### config.mk
export PLATFORM = sky130hd
export DESIGN_NAME = axil_reg_bank
export DESIGN_NICKNAME = d
export VERILOG_FILES = /design/src/rtl/axil_reg_bank_pkg.sv /design/src/rtl/axil_reg_bank_decode.sv /design/src/rtl/axil_reg_bank.sv
export SDC_FILE = /design/constraint.sdc
export NUM_CORES = 1
export LEC_CHECK = 0
export ABC_AREA = 0
export CORE_ASPECT_RATIO = 0.6
export CORE_UTILIZATION = 45
export CTS_BUF_LIST = sky130_fd_sc_hd__clkbuf_4
export CTS_CLUSTER_DIAMETER = 30
export DETAILED_ROUTE_END_ITERATION = 8
export HOLD_SLACK_MARGIN = 0.12
export PLACE_DENSITY_LB_ADDON = 0.3
export RECOVER_POWER = 25
export SYNTH_ARGS = -nofsm -noshare
export SYNTH_HDL_FRONTEND = slang
export SYNTH_SLANG_ARGS = --single-unit
### constraint.sdc
create_clock -name axi_clk_i -period 6.43 [get_ports axi_clk_i]
set_clock_uncertainty 0.15 [all_clocks]
set_input_delay 1.286 -clock axi_clk_i [delete_from_list [all_inputs] [get_ports axi_clk_i]]
set_output_delay 1.286 -clock axi_clk_i [all_outputs]
set_load 0.01 [all_outputs]
### src/rtl/axil_reg_bank_pkg.sv
// axil_reg_bank_pkg
// Shared types and constants for the AXI4-Lite register bank.
// Contents:
//   wr_state_t / rd_state_t : write and read channel FSM states
//   RESP_OKAY / RESP_SLVERR : AXI response codes
//   axil_req_t / axil_resp_t: default 32-bit AXI4-Lite request/response structs
package axil_reg_bank_pkg;

    localparam int unsigned AXIL_ADDR_WIDTH = 32;
    localparam int unsigned AXIL_DATA_WIDTH = 32;

    localparam logic [1:0] RESP_OKAY   = 2'b00;
    localparam logic [1:0] RESP_SLVERR = 2'b10;

    typedef enum logic [1:0] {
        WR_IDLE,
        WR_HAVE_AW,
        WR_HAVE_W,
        WR_RESP
    } wr_state_t;

    typedef enum logic {
        RD_IDLE,
        RD_RESP
    } rd_state_t;

    typedef struct packed {
        logic [AXIL_ADDR_WIDTH-1:0] addr;
        logic [2:0]                 prot;
    } axil_ax_t;

    typedef struct packed {
        logic [AXIL_DATA_WIDTH-1:0]   data;
        logic [AXIL_DATA_WIDTH/8-1:0] strb;
    } axil_w_t;

    typedef struct packed {
        logic [1:0] resp;
    } axil_b_t;

    typedef struct packed {
        logic [AXIL_DATA_WIDTH-1:0] data;
        logic [1:0]                 resp;
    } axil_r_t;

    typedef struct packed {
        axil_ax_t aw;
        logic     aw_valid;
        axil_w_t  w;
        logic     w_valid;
        logic     b_ready;
        axil_ax_t ar;
        logic     ar_valid;
        logic     r_ready;
    } axil_req_t;

    typedef struct packed {
        logic    aw_ready;
        logic    w_ready;
        axil_b_t b;
        logic    b_valid;
        logic    ar_ready;
        axil_r_t r;
        logic    r_valid;
    } axil_resp_t;

endpackage

### src/rtl/axil_reg_bank_decode.sv
// axil_reg_bank_decode
// Combinational address decoder: turns a byte address into a register index
// and an error flag (out of range, plus misalignment when the optional
// alignment check is built in via `define AXIL_REG_BANK_ALIGN_CHECK_EN).
// Ports:
//   addr : byte address from AW or AR
//   idx  : register index, addr[log2(DATA_WIDTH/8) +: log2(NUM_REGS)]
//   err  : access must be answered with SLVERR and have no side effect
module axil_reg_bank_decode
    import axil_reg_bank_pkg::*;
#(
    parameter int unsigned ADDR_WIDTH = 32,
    parameter int unsigned DATA_WIDTH = 32,
    parameter int unsigned NUM_REGS   = 8
) (
    input  logic [ADDR_WIDTH-1:0]       addr,
    output logic [$clog2(NUM_REGS)-1:0] idx,
    output logic                        err
);

    localparam int unsigned OFF_W = $clog2(DATA_WIDTH / 8);
    localparam int unsigned IDX_W = $clog2(NUM_REGS);

    logic range_err;

    // Any set bit above the index field puts the address at or beyond
    // NUM_REGS*DATA_WIDTH/8, since NUM_REGS is a power of two.
    assign idx       = addr[OFF_W +: IDX_W];
    assign range_err = |addr[ADDR_WIDTH-1:OFF_W+IDX_W];

`ifdef AXIL_REG_BANK_ALIGN_CHECK_EN
    assign err = range_err | (|addr[OFF_W-1:0]);
`else
    // Byte-offset bits are intentionally ignored in this build.
    logic unused_low;
    assign unused_low = ^addr[OFF_W-1:0];
    assign err        = range_err;
`endif

endmodule

### src/rtl/axil_reg_bank.sv
// axil_reg_bank
// AXI4-Lite slave exposing NUM_REGS registers of DATA_WIDTH bits. Write and
// read channels run independent FSMs concurrently. Optional alignment
// checking is enabled with `define AXIL_REG_BANK_ALIGN_CHECK_EN.
// Ports:
//   axi_clk_i  : sole clock, rising edge
//   axi_rst_i  : synchronous active-high reset
//   axi_req_i  : AXI4-Lite request (aw, w, ar, valids, b_ready, r_ready)
//   axi_resp_o : AXI4-Lite response (b, r, valids, readies)
//   reg_q_o    : all register values, register k at [k*DATA_WIDTH +: DATA_WIDTH]
//   reg_wr_o   : one-cycle pulse per register written
module axil_reg_bank
    import axil_reg_bank_pkg::*;
#(
    parameter int unsigned ADDR_WIDTH = 32,
    parameter int unsigned DATA_WIDTH = 32,
    parameter int unsigned NUM_REGS   = 8,
    parameter type         axi_req_t  = axil_req_t,
    parameter type         axi_resp_t = axil_resp_t
) (
    input  logic                           axi_clk_i,
    input  logic                           axi_rst_i,
    input  axi_req_t                       axi_req_i,
    output axi_resp_t                      axi_resp_o,
    output logic [NUM_REGS*DATA_WIDTH-1:0] reg_q_o,
    output logic [NUM_REGS-1:0]            reg_wr_o
);

    localparam int unsigned STRB_W = DATA_WIDTH / 8;
    localparam int unsigned IDX_W  = $clog2(NUM_REGS);

    wr_state_t             wr_state;
    logic                  aw_ready_q, w_ready_q, b_valid_q;
    logic [1:0]            b_resp_q;
    logic [ADDR_WIDTH-1:0] aw_addr_q;
    logic [DATA_WIDTH-1:0] w_data_q;
    logic [STRB_W-1:0]     w_strb_q;
    logic [DATA_WIDTH-1:0] regs [NUM_REGS];
    logic [NUM_REGS-1:0]   reg_wr_q;

    rd_state_t             rd_state;
    logic                  ar_ready_q, r_valid_q;
    logic [DATA_WIDTH-1:0] r_data_q;
    logic [1:0]            r_resp_q;

    logic                  aw_hs, w_hs, ar_hs, wr_commit;
    logic [ADDR_WIDTH-1:0] wr_addr;
    logic [DATA_WIDTH-1:0] wr_data;
    logic [STRB_W-1:0]     wr_strb;
    logic [IDX_W-1:0]      wr_idx, rd_idx;
    logic                  wr_err, rd_err;

    // Protection bits carry no meaning for this bank.
    logic unused_prot;
    assign unused_prot = ^{axi_req_i.aw.prot, axi_req_i.ar.prot};

    assign aw_hs = aw_ready_q & axi_req_i.aw_valid;
    assign w_hs  = w_ready_q  & axi_req_i.w_valid;
    assign ar_hs = ar_ready_q & axi_req_i.ar_valid;

    // Pick the address/data of the write being completed: a beat latched
    // earlier comes from its holding register, the beat arriving now comes
    // straight from the bus. wr_commit marks the edge that enters WR_RESP.
    always_comb begin
        wr_addr   = (wr_state == WR_HAVE_AW) ? aw_addr_q : axi_req_i.aw.addr;
        wr_data   = (wr_state == WR_HAVE_W)  ? w_data_q  : axi_req_i.w.data;
        wr_strb   = (wr_state == WR_HAVE_W)  ? w_strb_q  : axi_req_i.w.strb;
        wr_commit = ((wr_state == WR_IDLE)    && aw_hs && w_hs) ||
                    ((wr_state == WR_HAVE_AW) && w_hs) ||
                    ((wr_state == WR_HAVE_W)  && aw_hs);
    end

    axil_reg_bank_decode #(
        .ADDR_WIDTH(ADDR_WIDTH),
        .DATA_WIDTH(DATA_WIDTH),
        .NUM_REGS  (NUM_REGS)
    ) u_wr_decode (
        .addr(wr_addr),
        .idx (wr_idx),
        .err (wr_err)
    );

    axil_reg_bank_decode #(
        .ADDR_WIDTH(ADDR_WIDTH),
        .DATA_WIDTH(DATA_WIDTH),
        .NUM_REGS  (NUM_REGS)
    ) u_rd_decode (
        .addr(axi_req_i.ar.addr),
        .idx (rd_idx),
        .err (rd_err)
    );

    // Write FSM plus the register array. The registers are updated, and the
    // write pulse raised, on the same edge that moves into WR_RESP, so
    // b_valid appears one cycle after the last beat. Readies and b_valid are
    // registered alongside the state; reset drops any half-collected beat.
    always_ff @(posedge axi_clk_i) begin
        if (axi_rst_i) begin
            wr_state   <= WR_IDLE;
            aw_ready_q <= 1'b1;
            w_ready_q  <= 1'b1;
            b_valid_q  <= 1'b0;
            b_resp_q   <= RESP_OKAY;
            aw_addr_q  <= '0;
            w_data_q   <= '0;
            w_strb_q   <= '0;
            reg_wr_q   <= '0;
            for (int k = 0; k < NUM_REGS; k++) begin
                regs[k] <= '0;
            end
        end else begin
            reg_wr_q <= '0;
            if (wr_commit) begin
                b_resp_q <= wr_err ? RESP_SLVERR : RESP_OKAY;
                if (!wr_err) begin
                    reg_wr_q[wr_idx] <= 1'b1;
                    for (int b = 0; b < STRB_W; b++) begin
                        if (wr_strb[b]) begin
                            regs[wr_idx][b*8 +: 8] <= wr_data[b*8 +: 8];
                        end
                    end
                end
            end
            case (wr_state)
                WR_IDLE: begin
                    if (aw_hs && w_hs) begin
                        wr_state   <= WR_RESP;
                        aw_ready_q <= 1'b0;
                        w_ready_q  <= 1'b0;
                        b_valid_q  <= 1'b1;
                    end else if (aw_hs) begin
                        wr_state   <= WR_HAVE_AW;
                        aw_addr_q  <= axi_req_i.aw.addr;
                        aw_ready_q <= 1'b0;
                    end else if (w_hs) begin
                        wr_state  <= WR_HAVE_W;
                        w_data_q  <= axi_req_i.w.data;
                        w_strb_q  <= axi_req_i.w.strb;
                        w_ready_q <= 1'b0;
                    end
                end
                WR_HAVE_AW: begin
                    if (w_hs) begin
                        wr_state  <= WR_RESP;
                        w_ready_q <= 1'b0;
                        b_valid_q <= 1'b1;
                    end
                end
                WR_HAVE_W: begin
                    if (aw_hs) begin
                        wr_state   <= WR_RESP;
                        aw_ready_q <= 1'b0;
                        b_valid_q  <= 1'b1;
                    end
                end
                WR_RESP: begin
                    if (axi_req_i.b_ready) begin
                        wr_state   <= WR_IDLE;
                        b_valid_q  <= 1'b0;
                        aw_ready_q <= 1'b1;
                        w_ready_q  <= 1'b1;
                    end
                end
                default: begin
                    wr_state   <= WR_IDLE;
                    aw_ready_q <= 1'b1;
                    w_ready_q  <= 1'b1;
                    b_valid_q  <= 1'b0;
                end
            endcase
        end
    end

    // Read FSM. The register array is sampled on the AR handshake edge, so a
    // write landing on that same edge is not yet visible (pre-write value).
    // r.data/r.resp only change on a handshake, keeping them stable while
    // the master holds off r_ready.
    always_ff @(posedge axi_clk_i) begin
        if (axi_rst_i) begin
            rd_state   <= RD_IDLE;
            ar_ready_q <= 1'b1;
            r_valid_q  <= 1'b0;
            r_data_q   <= '0;
            r_resp_q   <= RESP_OKAY;
        end else begin
            case (rd_state)
                RD_IDLE: begin
                    if (ar_hs) begin
                        rd_state   <= RD_RESP;
                        r_data_q   <= rd_err ? '0 : regs[rd_idx];
                        r_resp_q   <= rd_err ? RESP_SLVERR : RESP_OKAY;
                        ar_ready_q <= 1'b0;
                        r_valid_q  <= 1'b1;
                    end
                end
                RD_RESP: begin
                    if (axi_req_i.r_ready) begin
                        rd_state   <= RD_IDLE;
                        r_valid_q  <= 1'b0;
                        ar_ready_q <= 1'b1;
                    end
                end
                default: begin
                    rd_state   <= RD_IDLE;
                    r_valid_q  <= 1'b0;
                    ar_ready_q <= 1'b1;
                end
            endcase
        end
    end

    // Assemble the response struct and flatten the register array.
    always_comb begin
        axi_resp_o          = '0;
        axi_resp_o.aw_ready = aw_ready_q;
        axi_resp_o.w_ready  = w_ready_q;
        axi_resp_o.b_valid  = b_valid_q;
        axi_resp_o.b.resp   = b_resp_q;
        axi_resp_o.ar_ready = ar_ready_q;
        axi_resp_o.r_valid  = r_valid_q;
        axi_resp_o.r.data   = r_data_q;
        axi_resp_o.r.resp   = r_resp_q;
        reg_q_o             = '0;
        for (int k = 0; k < NUM_REGS; k++) begin
            reg_q_o[k*DATA_WIDTH +: DATA_WIDTH] = regs[k];
        end
    end

    assign reg_wr_o = reg_wr_q;

endmodule

==> reports/qor_table.md, run 1 <==
| Stage | Item | Reported |
|---|---|---|
| run status | Outcome | complete, but fails checks |
| run status | Violations in the final reports | capacitance limit, slew limit |
| route | Avg WL per Cell | 25.0 um |
| global route | Overall track demand over capacity in global routing | 30.2% |
| clocking | Clock slew at reported path FFs | 60 ps |
| clocking | CTS tree | yes |
| timing | Post-Route Setup TNS | 0 ps |
| clocking | Root Buffer | sky130_fd_sc_hd__clkbuf_4 |
| timing | Worst slew margin | -98.0% |
| setup path | Maximum fanout encountered on the critical timing path | 37 |
| power | Pleak | 0.00775 uW |
| timing | Final Cycle Share | 82.3% |
| synthesis | Synthesis Warnings | 0 |
| power | Worst vdd ir | 0.159 mV |
| route | Remaining number of nets flagged by the antenna check after routing | 0 |
| placed design | Port-buffer cells | 405 |
| flow run | Max capacitance violation total | 4 |
| floorplan | Total die area | 0.0395 mm^2 |
| floorplan | Number of standard-cell rows in the floorplan | 55 |
| placed design | Dpl cell area | 0.0219 mm^2 |
| setup path | Critical path launch point type | input pin |
| layout | Area taken by multi-input logic gates | 0.00682 mm^2 |
| synthesis | Number of instances in the synthesized netlist | 1441 |
| synthesis | Part of the Yosys area used for sequential elements | 57.5% |
| floorplan | Horizontal die dimension | 256 um |
| layout | Most common cell after layout, fill and taps aside | sky130_fd_sc_hd__clkdlybuf4s50_1 |
| synthesis | Library cells used by synthesis | 52 |
| synthesis | Cell area after synthesis | 0.0174 mm^2 |
| layout | Layout cell share with drive strength beyond 1 | 17.9% |
| layout | Layout Nets | 1949 |
| route | Total number of vias | 14700 |
| timing | Slew at the pin with the worst max-slew slack | 2970 ps |
| power | Pwr Density | 264 mW/mm^2 |
| clocking | Sink Count | 372 |
| clocking | Clock latency on the worst-skew pair | 810 ps |
| worst hold path | Worst Hold Class | reg2reg |
| route | Total routed wirelength | 60.5 mm |
| setup path | Kind of end point of the critical path | register |
| floorplan | Y dimension of the die | 154 um |
| placed design | Final HPWL DP | 41.5 mm |
| timing | Final number of hold-violating endpoints | 0 |
| synthesis | #FFs+latches synth | 372 |
| route | Number of design rule violations left after detail routing | 0 |
| setup path | Arrival time reported for the critical path endpoint | 5400 ps |
| global route | Global-route congestion overflow total | 0 |
| clocking | # H-tree levels | 3 |
| timing | Setup Viol. Count Final | 0 |
| floorplan | Number of top-level pins | 418 |
| placed design | Place WS | 1500 ps |
| synthesis | Post-synthesis average cell area | 12.1 um^2 |
| clocking | Cts hold-fix bufs | 0 |
| route | Vias/cell | 6.05 |
| timing | Final-report max-slew violation count | 178 |
| global route | Initial antenna violation count | 15 |
| global route | Pin count of the biggest net entering global routing | 98 |
| layout | Summed area of non-filler cells in the final layout | 0.0231 mm^2 |
| timing | Setup repair after global routing missed its margin | false |
| global route | Via count of the first global-routing pass | 14300 |
| setup path | Required time at the worst-slack endpoint | 6540 ps |
| floorplan | Area of the core | 0.0379 mm^2 |
| timing | F_max | 189 MHz |
| clocking | Number of setup buffers added after CTS | 0 |
| timing | Smallest hold slack | 301 ps |
| setup path | Path type of the worst setup path | in2reg |
| global route | First-pass GRT wire length | 89.3 mm |
| layout | Top library cells by usage in the layout, fill and taps aside | sky130_fd_sc_hd__clkdlybuf4s50_1 (274), sky130_fd_sc_hd__edfxtp_1 (256), sky130_fd_sc_hd__nor4_1 (234), sky130_fd_sc_hd__nand2_1 (231), sky130_fd_sc_hd__clkbuf_4 (130) |
| synthesis | Synth async-reset ratio | 0% |
| layout | Area taken by flip-flops and latches | 0.0100 mm^2 |
| clocking | Largest buffer count on any clock path | 3 |
| clocking | TritonCTS Buffers | 90 |
| timing | Min setup slack post-route | 1140 ps |
| synthesis | EDFF count, synth | 256 |
| layout | End-of-flow core utilization | 60.9% |
| layout | Area growth, synth to finish | 32.5% |
| layout | Fill cell total of the finished layout | 3027 |
| synthesis | Prevailing post-synth register cell | sky130_fd_sc_hd__edfxtp_1 |
| clocking | Post-CTS sizing | 0 |
| floorplan | Starting utilization of the core area | 45.9% |
| route | Detailed router's first-iteration violation count | 1730 |
| timing | Min Clock Period, post-route | 5290 ps |
| route | Number of detailed-route iterations in the first pass | 6 |
| placed design | Final RePlAce weighted congestion | 0.833 |
-- state kept, by name, indices dropped and copies added (netlist names) --
signal      count
w_data_q       32
aw_addr_q      30
wr_state        2
w_strb_q        4
reg_wr_o        8
r_valid_q       1
ar_ready_q      1
rd_state        1
b_resp_q        1
r_data_q       32
aw_ready_q      1
r_resp_q        1
w_ready_q       1
regs          256
b_valid_q       1
-- final cells by class --
class | instances | area share [%]
clock buffer | 130 | 4.23
timing repair buffer | 456 | 19.1
clock inverter | 31 | 0.835
inverter | 4 | 0.0650
antenna | 11 | 0.119
sequential | 372 | 43.4
multi-input combinational | 906 | 29.5
tap | 513 | 2.78
-- kinds of logic (layout without fill, tap and decap cells) --
logic type / count (synthesis) / in the layout / synth area share, %
multiplexers: 135 / 135 / 12.6
flip-flops: 372 / 372 / 57.5
buffers and inverters: 164 / 621 / 4.83
AND/OR/NAND/NOR: 591 / 591 / 18.6
adder cells (fa/ha/maj): 6 / 6 / 0.431
AO/OA/AOI/OAI: 172 / 172 / 6.05
other: 1 / 13 / 0.0215
-- critical path, stage by stage --
cell                       delay [ps]
sky130_fd_sc_hd__clkbuf_1         810
sky130_fd_sc_hd__inv_1            380
sky130_fd_sc_hd__clkbuf_1        1950
sky130_fd_sc_hd__o31ai_1          920
-- path summary, 6_finish.rpt --
kind / from / end / slack, ps / depth (start not counted)
max: axi_rst_i / regs[2][22]$_SDFFCE_PN0P_ / 1140 / 4
min: r_data_q[13]$_SDFFE_PP0P_ / r_data_q[13]$_SDFFE_PP0P_ / 300 / 2
max reg2reg: wr_state[1]$_SDFFE_PP0P_ / regs[2][22]$_SDFFCE_PN0P_ / 2120 / 6
min reg2reg: r_data_q[13]$_SDFFE_PP0P_ / r_data_q[13]$_SDFFE_PP0P_ / 300 / 2
-- synthesized netlist by cell type (3+ instances only) --
library cell               count  area share [%]
sky130_fd_sc_hd__a21oi_1     105             3.0
sky130_fd_sc_hd__and2_1        9            0.32
sky130_fd_sc_hd__and4_1        3            0.15
sky130_fd_sc_hd__buf_1         4           0.086
sky130_fd_sc_hd__buf_2        19            0.55
sky130_fd_sc_hd__buf_4         8            0.34
sky130_fd_sc_hd__buf_6        23             1.5
sky130_fd_sc_hd__clkbuf_1    106             2.3
sky130_fd_sc_hd__dfxtp_1     116              13
sky130_fd_sc_hd__edfxtp_1    256              44
sky130_fd_sc_hd__ha_1          6            0.43
sky130_fd_sc_hd__inv_1         4           0.086
sky130_fd_sc_hd__mux2_2       37             2.4
sky130_fd_sc_hd__mux2i_1      34             2.0
sky130_fd_sc_hd__mux4_2       64             8.3
sky130_fd_sc_hd__nand2_1     232             5.0
sky130_fd_sc_hd__nand2b_1      3            0.11
sky130_fd_sc_hd__nand3_1       5            0.14
sky130_fd_sc_hd__nor2_1        8            0.17
sky130_fd_sc_hd__nor2b_1       3            0.11
sky130_fd_sc_hd__nor3_1       13            0.37
sky130_fd_sc_hd__nor4_1      234             8.4
sky130_fd_sc_hd__nor4b_1      29             1.5
sky130_fd_sc_hd__nor4b_2       4            0.34
sky130_fd_sc_hd__o211ai_1     11            0.47
sky130_fd_sc_hd__o21a_1        3            0.13
sky130_fd_sc_hd__o21ai_0       6            0.17
sky130_fd_sc_hd__o21ai_1       3           0.086
sky130_fd_sc_hd__o31ai_1       4            0.17
sky130_fd_sc_hd__o41ai_1      28             1.4
sky130_fd_sc_hd__or3_1        33             1.2
-- where the power goes --
group,switching [uW],internal (uW),leakage (uW)
clock network,998,1020,0.000687
registers,81.0,2680,0.00358
logic,865,460,0.00348
total,1940,4150,0.00775
-- per-layer routing --
| layer | vias up | routed length (um) | track usage [%] |
|---|---|---|---|
| met5 | - | 76 | 0 |
| met4 | 12 | 1690 | 10.9 |
| met3 | 119 | 6870 | 10.1 |
| met2 | 915 | 26800 | 45.0 |
| met1 | 7112 | 25000 | 41.2 |
| li1 | 6513 | - | - |
-- stage by stage --
step	power, uW	cells
2_1_floorplan	3600	1442
3_3_place_gp	4090	2251
3_5_place_dp	4120	2251
4_1_cts	6120	2412
5_1_grt	6350	2415
6_report	6100	2423
No activity file was read; power rests on OpenSTA's default activity.
==> inputs of run 2 (changes only) <==
==> constraint.sdc (replaced) <==
create_clock -name axi_clk_i -period 5.09 [get_ports axi_clk_i]
set_clock_uncertainty 0.15 [all_clocks]
set_input_delay 1.018 -clock axi_clk_i [delete_from_list [all_inputs] [get_ports axi_clk_i]]
set_output_delay 1.018 -clock axi_clk_i [all_outputs]
set_load 0.01 [all_outputs]
==> reports/qor_table.md, run 2 (synthesis results as in run 1) <==
| Stage | Item | Reported |
|---|---|---|
| layout | Area growth, synth to finish | 33.4% |
| layout | Largest Register | regs |
| global route | Met3 track utilization from global routing | 8.06% |
| timing | Slew at the pin with the worst max-slew slack | 2810 ps |
| layout | Top library cells by usage in the layout, fill and taps aside | sky130_fd_sc_hd__clkdlybuf4s50_1 (276), sky130_fd_sc_hd__edfxtp_1 (256), sky130_fd_sc_hd__nor4_1 (234), sky130_fd_sc_hd__nand2_1 (231), sky130_fd_sc_hd__clkbuf_4 (130) |
| setup path | Max stage delay on crit path | 2030 ps |
| route | Detailed router's first-iteration violation count | 1545 |
| placed design | Place WS | 806 ps |
| layout | Most common cell after layout, fill and taps aside | sky130_fd_sc_hd__clkdlybuf4s50_1 |
| layout | Layout Nets | 1969 |
| setup path | Path type of the worst setup path | in2reg |
| placed design | Final HPWL DP | 42.0 mm |
| floorplan | Horizontal die dimension | 256 um |
| global route | Via count of the first global-routing pass | 14100 |
| setup path | Required time at the worst-slack endpoint | 5440 ps |
| clocking | Largest buffer count on any clock path | 3 |
| floorplan | Number of top-level pins | 418 |
| route | Remaining number of nets flagged by the antenna check after routing | 0 |
| timing | Final number of hold-violating endpoints | 0 |
| placed design | Final RePlAce weighted congestion | 0.849 |
| global route | Peak-usage layer in the global routing report | met2 |
| timing | Post-Route Setup TNS | 0 ps |
| setup path | Critical path launch point type | input pin |
| floorplan | Area of the core | 0.0379 mm^2 |
| route | Avg WL per Cell | 24.8 um |
| timing | F_max | 229 MHz |
| route | Total routed wirelength | 60.4 mm |
| setup path | Ordered cell list for the critical path | clkbuf_1 -> inv_1 -> clkbuf_1 -> o41ai_2 -> buf_4 |
| worst hold path | Worst Hold Class | reg2reg |
| layout | Registers with the most flip-flops | regs: 256 flops, r_data_q: 32 flops, w_data_q: 32 flops |
| route | Vias/cell | 6.10 |
| floorplan | Y dimension of the die | 154 um |
| setup path | Flop2flop setup slack | 1230 ps |
| clocking | Sink Count | 372 |
| power | Pwr Density | 329 mW/mm^2 |
| setup path | Total buffers and inverters traversed by the critical path | 4 |
| route | Number of detailed-route iterations in the first pass | 5 |
| global route | Global-route congestion overflow total | 0 |
| global route | Overall track demand over capacity in global routing | 30.1% |
| power | Worst vdd ir | 0.205 mV |
| route | Number of design rule violations left after detail routing | 0 |
| layout | Fill cell total of the finished layout | 2989 |
| setup path | Kind of end point of the critical path | register |
| power | Pleak | 0.00786 uW |
| timing | Worst slew margin | -87.5% |
| floorplan | Starting utilization of the core area | 45.9% |
| setup path | Arrival time reported for the critical path endpoint | 4720 ps |
| clocking | Clock slew at reported path FFs | 60 ps |
| setup path | Maximum fanout encountered on the critical timing path | 37 |
| clocking | Cts hold-fix bufs | 0 |
| run status | Violations in the final reports | capacitance limit, slew limit |
| global route | Initial antenna violation count | 8 |
| timing | Min setup slack post-route | 723 ps |
| clocking | TritonCTS Buffers | 90 |
| setup path | Cell occurring most often along the worst timing path | sky130_fd_sc_hd__clkbuf_1 |
| clocking | CTS tree | yes |
| layout | Layout cell share with drive strength beyond 1 | 18.5% |
| clocking | Root Buffer | sky130_fd_sc_hd__clkbuf_4 |
| timing | Final Cycle Share | 85.8% |
| run status | Outcome | complete, but fails checks |
| timing | Setup repair after global routing missed its margin | false |
| clocking | Number of setup buffers added after CTS | 0 |
| global route | Grt met2 use | 44.3% |
| floorplan | Number of standard-cell rows in the floorplan | 55 |
| clocking | Post-CTS sizing | 0 |
| setup path | Cell with the biggest individual delay on the critical path | sky130_fd_sc_hd__clkbuf_1 |
| global route | GRT met1 Usage | 42.3% |
| global route | Pin count of the biggest net entering global routing | 153 |
| placed design | Port-buffer cells | 405 |
| timing | Setup Viol. Count Final | 0 |
| clocking | Clock latency on the worst-skew pair | 810 ps |
| route | Total number of vias | 14800 |
| clocking | # H-tree levels | 3 |
| timing | Final-report max-slew violation count | 151 |
| global route | First-pass GRT wire length | 88.8 mm |
| setup path | Dominant delay contributor by cell family on the critical path | buffers and inverters |
| floorplan | Total die area | 0.0395 mm^2 |
| flow run | Max capacitance violation total | 3 |
| timing | Min Clock Period, post-route | 4370 ps |
| layout | Max reg flops | 256 |
## run 2: worst min-delay path, stage by stage, from the launching register on
cell	delay, ps
sky130_fd_sc_hd__dfxtp_1	300
sky130_fd_sc_hd__nand2_1	50
sky130_fd_sc_hd__a21oi_1	50
## run 2: path summary, 6_finish.rpt
| path | end | from | cells past startpoint |
|---|---|---|---|
| max | regs[3][28]$_SDFFCE_PN0P_ | axi_rst_i | 5 |
| min | w_data_q[21]$_SDFFE_PP0P_ | w_data_q[21]$_SDFFE_PP0P_ | 2 |
| max reg2reg | regs[7][15]$_SDFFCE_PN0P_ | wr_state[1]$_SDFFE_PP0P_ | 7 |
| min reg2reg | w_data_q[21]$_SDFFE_PP0P_ | w_data_q[21]$_SDFFE_PP0P_ | 2 |
## run 2: area by class of cell
type / instances / area [um^2] / area share, %
diodes: 7 / 17.5 / 0.0754
repair buffers: 476 / 4630 / 19.9
multi-input cells: 906 / 6820 / 29.3
inverters: 4 / 15.0 / 0.0646
well taps: 513 / 642 / 2.76
flip-flops and latches: 372 / 10000 / 43.1
clock buffers: 130 / 976 / 4.20
clock inverters: 25 / 135 / 0.581
## run 2: report_power, final
part	total (uW)	switching (uW)	internal [uW]	leakage, uW
clock	2450	1230	1220	0.000664
combinational	1720	1110	611	0.00361
sequential	3480	104	3380	0.00358
total	7650	2440	5210	0.00786
## run 2: metrics by stage
stage                     std cells  hold slack (ps)  cell area (um^2)  util [%]  total power [uW]
after floorplan                1442              282             17400         -              4540
after detailed placement       2271              293             22100      58.4              5240
final                          2433              303             23200      61.3              7650
after CTS                      2426              304             23200      61.3              7680
after global placement         2271              288             22100      58.4              5200
after global routing           2428              319             23200      61.3              7970
## run 2: routing by layer
layer | vias up | part of all wire (%)
li1 | 6553 | -
met1 | 7134 | 42
met2 | 1015 | 44
met3 | 139 | 11
met4 | 2 | 3.7
met5 | - | 0.022
